[src/rtl/reduce_channel_pkg.sv]
// Shared types, default parameters and helpers for the lane-parallel reduce channel.
package reduce_channel_pkg;

  typedef enum logic [0:0] {
    IDLE  = 1'b0,
    ACCUM = 1'b1
  } rc_state_t;

  localparam int unsigned DEF_WIDTH = 16;
  localparam int unsigned DEF_LANES = 4;
  localparam int unsigned DEF_BIAS  = 2;

  // Number of pairwise adder levels needed to reduce `lanes` words to one.
  function automatic int unsigned stages(input int unsigned lanes);
    int unsigned n;
    int unsigned v;
    n = 0;
    v = lanes;
    while (v > 1) begin
      v = v >> 1;
      n = n + 1;
    end
    return n;
  endfunction

endpackage

[src/rtl/adder_tree_level.sv]
// One registered adder-tree level: halves the lane count and carries valid/last/mode.
module adder_tree_level
  import reduce_channel_pkg::*;
#(
  parameter int unsigned WIDTH    = DEF_WIDTH,
  parameter int unsigned IN_LANES = DEF_LANES
) (
  input  logic                            clk,
  input  logic                            rst,
  input  logic                            in_valid,
  input  logic                            in_last,
  input  logic                            in_mode,
  input  logic [IN_LANES*WIDTH-1:0]       in_data,
  output logic                            out_valid,
  output logic                            out_last,
  output logic                            out_mode,
  output logic [(IN_LANES/2)*WIDTH-1:0]   out_data
);

  localparam int unsigned OUT_LANES = IN_LANES / 2;
  localparam int unsigned OUT_BITS  = OUT_LANES * WIDTH;

  logic                valid_q, valid_d;
  logic                last_q, last_d;
  logic                mode_q, mode_d;
  logic [OUT_BITS-1:0] data_q, data_d;

  // Pairwise sums of adjacent lanes; sideband and data only advance on a valid beat.
  always_comb begin
    valid_d = in_valid;
    last_d  = last_q;
    mode_d  = mode_q;
    data_d  = data_q;
    if (in_valid) begin
      last_d = in_last;
      mode_d = in_mode;
      for (int unsigned i = 0; i < OUT_LANES; i++) begin
        data_d[i*WIDTH +: WIDTH] = in_data[(2*i)*WIDTH +: WIDTH]
                                 + in_data[(2*i+1)*WIDTH +: WIDTH];
      end
    end
  end

  // Level register with synchronous reset.
  always_ff @(posedge clk) begin
    if (rst) begin
      valid_q <= 1'b0;
      last_q  <= 1'b0;
      mode_q  <= 1'b0;
      data_q  <= '0;
    end else begin
      valid_q <= valid_d;
      last_q  <= last_d;
      mode_q  <= mode_d;
      data_q  <= data_d;
    end
  end

  assign out_valid = valid_q;
  assign out_last  = last_q;
  assign out_mode  = mode_q;
  assign out_data  = data_q;

endmodule

[src/rtl/reduce_channel_adder_tree.sv]
// Pipelined lane reducer: adder tree, then per-beat bias or per-packet accumulation.
module reduce_channel_adder_tree
  import reduce_channel_pkg::*;
#(
  parameter int unsigned WIDTH = DEF_WIDTH,
  parameter int unsigned LANES = DEF_LANES,
  parameter int unsigned BIAS  = DEF_BIAS
) (
  input  logic                   clk,
  input  logic                   rst,
  input  logic                   in_valid,
  input  logic [LANES*WIDTH-1:0] in_data,
  input  logic                   in_last,
  input  logic                   acc_mode,
  output logic                   out_valid,
  output logic                   out_last,
  output logic [WIDTH-1:0]       result
);

  localparam int unsigned NSTG  = stages(LANES);
  localparam int unsigned NODES = 2 * LANES - 1;
  localparam logic [WIDTH-1:0] BIAS_W = WIDTH'(BIAS);

  // Tree nodes packed heap-style: level k occupies lanes [2L-2(L>>k), 2L-(L>>k)).
  logic [NODES*WIDTH-1:0] node_data;
  logic [NSTG:0]          node_valid;
  logic [NSTG:0]          node_last;
  logic [NSTG:0]          node_mode;

  assign node_data[LANES*WIDTH-1:0] = in_data;
  assign node_valid[0]              = in_valid;
  assign node_last[0]               = in_last;
  assign node_mode[0]               = acc_mode;

  for (genvar k = 0; k < NSTG; k++) begin : g_level
    localparam int unsigned IN_L    = LANES >> k;
    localparam int unsigned IN_OFF  = 2 * LANES - 2 * IN_L;
    localparam int unsigned OUT_OFF = 2 * LANES - IN_L;

    adder_tree_level #(
      .WIDTH    (WIDTH),
      .IN_LANES (IN_L)
    ) u_level (
      .clk       (clk),
      .rst       (rst),
      .in_valid  (node_valid[k]),
      .in_last   (node_last[k]),
      .in_mode   (node_mode[k]),
      .in_data   (node_data[IN_OFF*WIDTH +: IN_L*WIDTH]),
      .out_valid (node_valid[k+1]),
      .out_last  (node_last[k+1]),
      .out_mode  (node_mode[k+1]),
      .out_data  (node_data[OUT_OFF*WIDTH +: (IN_L/2)*WIDTH])
    );
  end

  logic [WIDTH-1:0] tree_sum;
  logic             tree_valid;
  logic             tree_last;
  logic             tree_mode;

  assign tree_sum   = node_data[(NODES-1)*WIDTH +: WIDTH];
  assign tree_valid = node_valid[NSTG];
  assign tree_last  = node_last[NSTG];
  assign tree_mode  = node_mode[NSTG];

  rc_state_t        state_q, state_d;
  logic [WIDTH-1:0] acc_q, acc_d;
  logic [WIDTH-1:0] result_q, result_d;
  logic             out_valid_q, out_valid_d;
  logic             out_last_q, out_last_d;
  logic [WIDTH-1:0] acc_sum;

  // Final stage: bias per beat, or accumulate a packet seeded with the bias.
  always_comb begin
    state_d     = state_q;
    acc_d       = acc_q;
    result_d    = result_q;
    out_valid_d = 1'b0;
    out_last_d  = 1'b0;
    acc_sum     = ((state_q == IDLE) ? BIAS_W : acc_q) + tree_sum;
    if (tree_valid) begin
      if (!tree_mode) begin
        // A per-beat result closes any open packet without emitting it.
        result_d    = tree_sum + BIAS_W;
        out_valid_d = 1'b1;
        state_d     = IDLE;
      end else begin
        acc_d = acc_sum;
        if (tree_last) begin
          result_d    = acc_sum;
          out_valid_d = 1'b1;
          out_last_d  = 1'b1;
          state_d     = IDLE;
        end else begin
          state_d = ACCUM;
        end
      end
    end
  end

  // State, accumulator and output registers with synchronous reset.
  always_ff @(posedge clk) begin
    if (rst) begin
      state_q     <= IDLE;
      acc_q       <= '0;
      result_q    <= '0;
      out_valid_q <= 1'b0;
      out_last_q  <= 1'b0;
    end else begin
      state_q     <= state_d;
      acc_q       <= acc_d;
      result_q    <= result_d;
      out_valid_q <= out_valid_d;
      out_last_q  <= out_last_d;
    end
  end

  assign out_valid = out_valid_q;
  assign out_last  = out_last_q;
  assign result    = result_q;

endmodule

[config.mk]
export PLATFORM = sky130hd
export DESIGN_NAME = reduce_channel_adder_tree
export DESIGN_NICKNAME = d
export VERILOG_FILES = /design/src/rtl/reduce_channel_pkg.sv /design/src/rtl/adder_tree_level.sv /design/src/rtl/reduce_channel_adder_tree.sv
export SDC_FILE = /design/constraint.sdc
export NUM_CORES = 1
export LEC_CHECK = 0
export ABC_AREA = 1
export BUFFER_PORTS_ARGS = -buffer_cell sky130_fd_sc_hd__buf_4
export CORE_MARGIN = 8
export CORE_UTILIZATION = 55
export DETAILED_ROUTE_END_ITERATION = 8
export PLACE_DENSITY = 0.76
export SYNTH_ARGS = -nofsm -noshare
export SYNTH_HDL_FRONTEND = slang
export SYNTH_SLANG_ARGS = --single-unit
[constraint.sdc]
create_clock -name clk -period 3.2 [get_ports clk]
set_input_delay 0.96 -clock clk [delete_from_list [all_inputs] [get_ports clk]]
set_output_delay 0.96 -clock clk [all_outputs]
set_load 0.02 [all_outputs]
==> flow_summary_export.csv <==
group,metric,value,unit
power,share_comb_of_total_power,25.6,%
timing,finalClockSkew,8.29,ps
timing,min_period,2420,ps
timing,setup_viol_count_final,0,
global_route,antenna_found_initial,0,
setup_path,critPathCaptureType,"register",
clock_network,clockRootBuffer,"clkbuf_16",
placed_design,portBuffers,86,
die,coreArea,12600,µm²
die,dieArea,16700,µm²
synthesis,synth_commonest_cells,"nand2_1 (312), inv_1 (178), nor2_1 (136)",
power,peakVddDrop,0.000246,V
status,outcome,"completed",
synthesis,ys_async_sr_fraction,0,%
detailed_routing,vias,7031,
synthesis,post-synth-top-area-cell,"dfxtp_1",
synthesis,synth_seq_cells,89,
synthesis,synth_warnings,0,
finish,diodes,0,
clock_network,cts_tree,"built",
detailed_routing,dr.pass1.iters,5,
detailed_routing,ant_nets,0,
detailed_routing,drcViolationCount,0,
synthesis,yosysTopAreaCellShare,25.3,%
power,leakage,4.56,nW
timing,max_slew_margin,55.8,%
synthesis,ys.flop_type,"dfxtp_1",
power,switching_share,32.4,%
timing,hold_viol,0,
setup_path,required,3430,ps
timing,report.final.slew_viol_count,0,
clock_network,cts_buffers,9,
power,p_sw,1.01,mW
timing,fmax,0.414,GHz
synthesis,synth_edf_count,0,
clock_network,htree_levels,3,
clock_network,clk_latency,340,ps
setup_path,worst_ep_arrival_time,2650,ps
detailed_routing,drtIter0Drc,370,
min_path,min_path_type,"reg2reg",
clock_network,clk_transition_reported_paths,70,ps
die,core.rowCount,41,
clock_network,ctsResizeCount,0,
power,clkPwrFrac,34.5,%
die,io_pins,87,
global_route,grt_pass1_wl,30200,µm
detailed_routing,routedWlPerCell,12.6,µm
clock_network,clk_path_buf_depth,2,
clock_network,cts_setup_buffers,0,
synthesis,syn_area,7050,µm²
synthesis,synth_area_leaders,"dfxtp_1 (25%), nand2_1 (17%), ha_1 (11%), inv_1 (9.5%), nand3_1 (7.5%)",
power,power,3.11,mW
finish,drive_gt1_share,10.4,%
timing,rsz0062_at_grt,"no",
synthesis,ys_seq_area_share,25.3,%
power,p_int,2.10,mW
global_route,grt.total_usage,21.7,%
synthesis,yosysMostFrequentCell,"nand2_1",
setup_path,start_kind,"register",
placed_design,gp_congestion,0.924,
power,seqPwrFrac,39.8,%
die,die_w,129,µm
setup_path,crit_fanout,17,
global_route,grt_pass1_vias,6691,
synthesis,synth_cells,1144,
detailed_routing,viasPerCell,5.04,
die,die_height,129,µm
die,initial_core_util,56.1,%
power,power_density,383,nW/µm²
timing,finalCritPeriodShare,75.6,%
placed_design,place_hpwl,13900,µm
timing,tightest_slew,663,ps
flow_run,maxCapViolCount,0,
clock_network,hold_buffers,0,
global_route,grt.overflow.total,0,
synthesis,syn_area_per_cell,6.16,µm²
finish,area_delta_synth_final,15.0,%
global_route,grt_max_degree,51,
finish,nets,1352,
clock_network,cts.sinks,89,
timing,setup_tns,0,ps
synthesis,synth.distinct_cells,38,
synthesis,synth_fp_nets,1278,
setup_path,crit_type,"reg2reg",
detailed_routing,wl,17600,µm
path summary, 6_finish.rpt:
check / from / endpoint / slack, ps / cells past startpoint
worst max register to register: state_q / result[6] / 780 / 10
worst min-delay path: result[14] / result[14] / 450 / 2
worst max-delay path: state_q / result[6] / 780 / 10
worst min register to register: result[14] / result[14] / 450 / 2
power groups by stage:
stage | combinational [mW] | clock (mW) | sequential, mW
floorplan | 0.571 | 0 | 1.25
global placement | 0.780 | 0 | 1.26
detailed placement | 0.790 | 0 | 1.26
CTS | 0.796 | 1.08 | 1.24
global route | 0.907 | 1.13 | 1.25
finish | 0.796 | 1.07 | 1.24
state kept, by name, summed over array words and instances, names as in the netlist:
register / count
g_level.u_level.out_data: 48
g_level.u_level.out_valid: 2
out_valid: 1
acc_q: 16
g_level.u_level.out_last: 2
out_last: 1
state_q: 1
result: 16
g_level.u_level.out_mode: 2
through the flow:
stage	util (%)	std cells	worst slack, ps	instance area, µm²	hold WS [ps]
after floorplan	-	1144	861	7050	439
after global placement	62.1	1379	670	7810	439
after detailed placement	62.1	1379	617	7810	440
after CTS	64.5	1394	763	8100	455
after global routing	64.5	1394	522	8100	473
final	64.5	1394	782	8100	452
cell usage in the layout, fill, tap and decap left out, types with 3 or more instances in the layout:
master,n
nor2_1,136
xnor2_1,9
o21ai_0,55
nand4_1,8
nand3b_1,3
o21ai_1,5
a21oi_1,70
o211ai_1,8
dfxtp_1,89
nand2_1,312
fa_1,4
nand3_1,105
nand2_2,4
nor3_1,10
a21oi_2,4
clkbuf_16,9
inv_2,4
o21a_1,4
ha_1,61
buf_4,89
nor2_2,4
and2_1,5
inv_1,178
o21bai_1,3
xor2_1,23
layer usage:
layer	wire length, µm	global-route usage (%)	share of wire [%]	vias up
li1	-	-	-	3788
met1	7950	25.5	45	3089
met2	8800	40.0	50	139
met3	689	3.78	3.9	15
met4	176	4.63	1.0	0
met5	0	0	0	-
cell type report:
| class | count | area (µm²) |
|---|---|---|
| Multi-Input combinational cell | 846 | 4460 |
| Clock inverter | 6 | 68.8 |
| Fill cell | 1266 | 4470 |
| Inverter | 183 | 688 |
| Timing Repair Buffer | 89 | 668 |
| Tap cell | 172 | 215 |
| Sequential cell | 89 | 1780 |
| Clock buffer | 9 | 225 |
cells by family (layout without fill, tap and decap cells):
logic type	after synthesis	after routing	share of synthesized area (%)
buffers and inverters	209	287	11.5
multiplexers	1	1	0.142
AO/OA/AOI/OAI	154	154	12.0
flip-flops	89	89	25.3
AND/OR/NAND/NOR	594	594	35.1
adder cells (fa/ha/maj)	65	65	12.0
XOR/XNOR	32	32	3.98
worst max-delay path: stages, from the launching register on:
cell	delay, ps
dfxtp_1	740
nand2_1	200
fa_1	490
nand2_1	90
nand2_1	70
nand3_1	80
nand2_1	150
xnor2_1	220
nand2_1	80
o211ai_1	110
nand2_1	70
(Power assumes the default switching activity.)
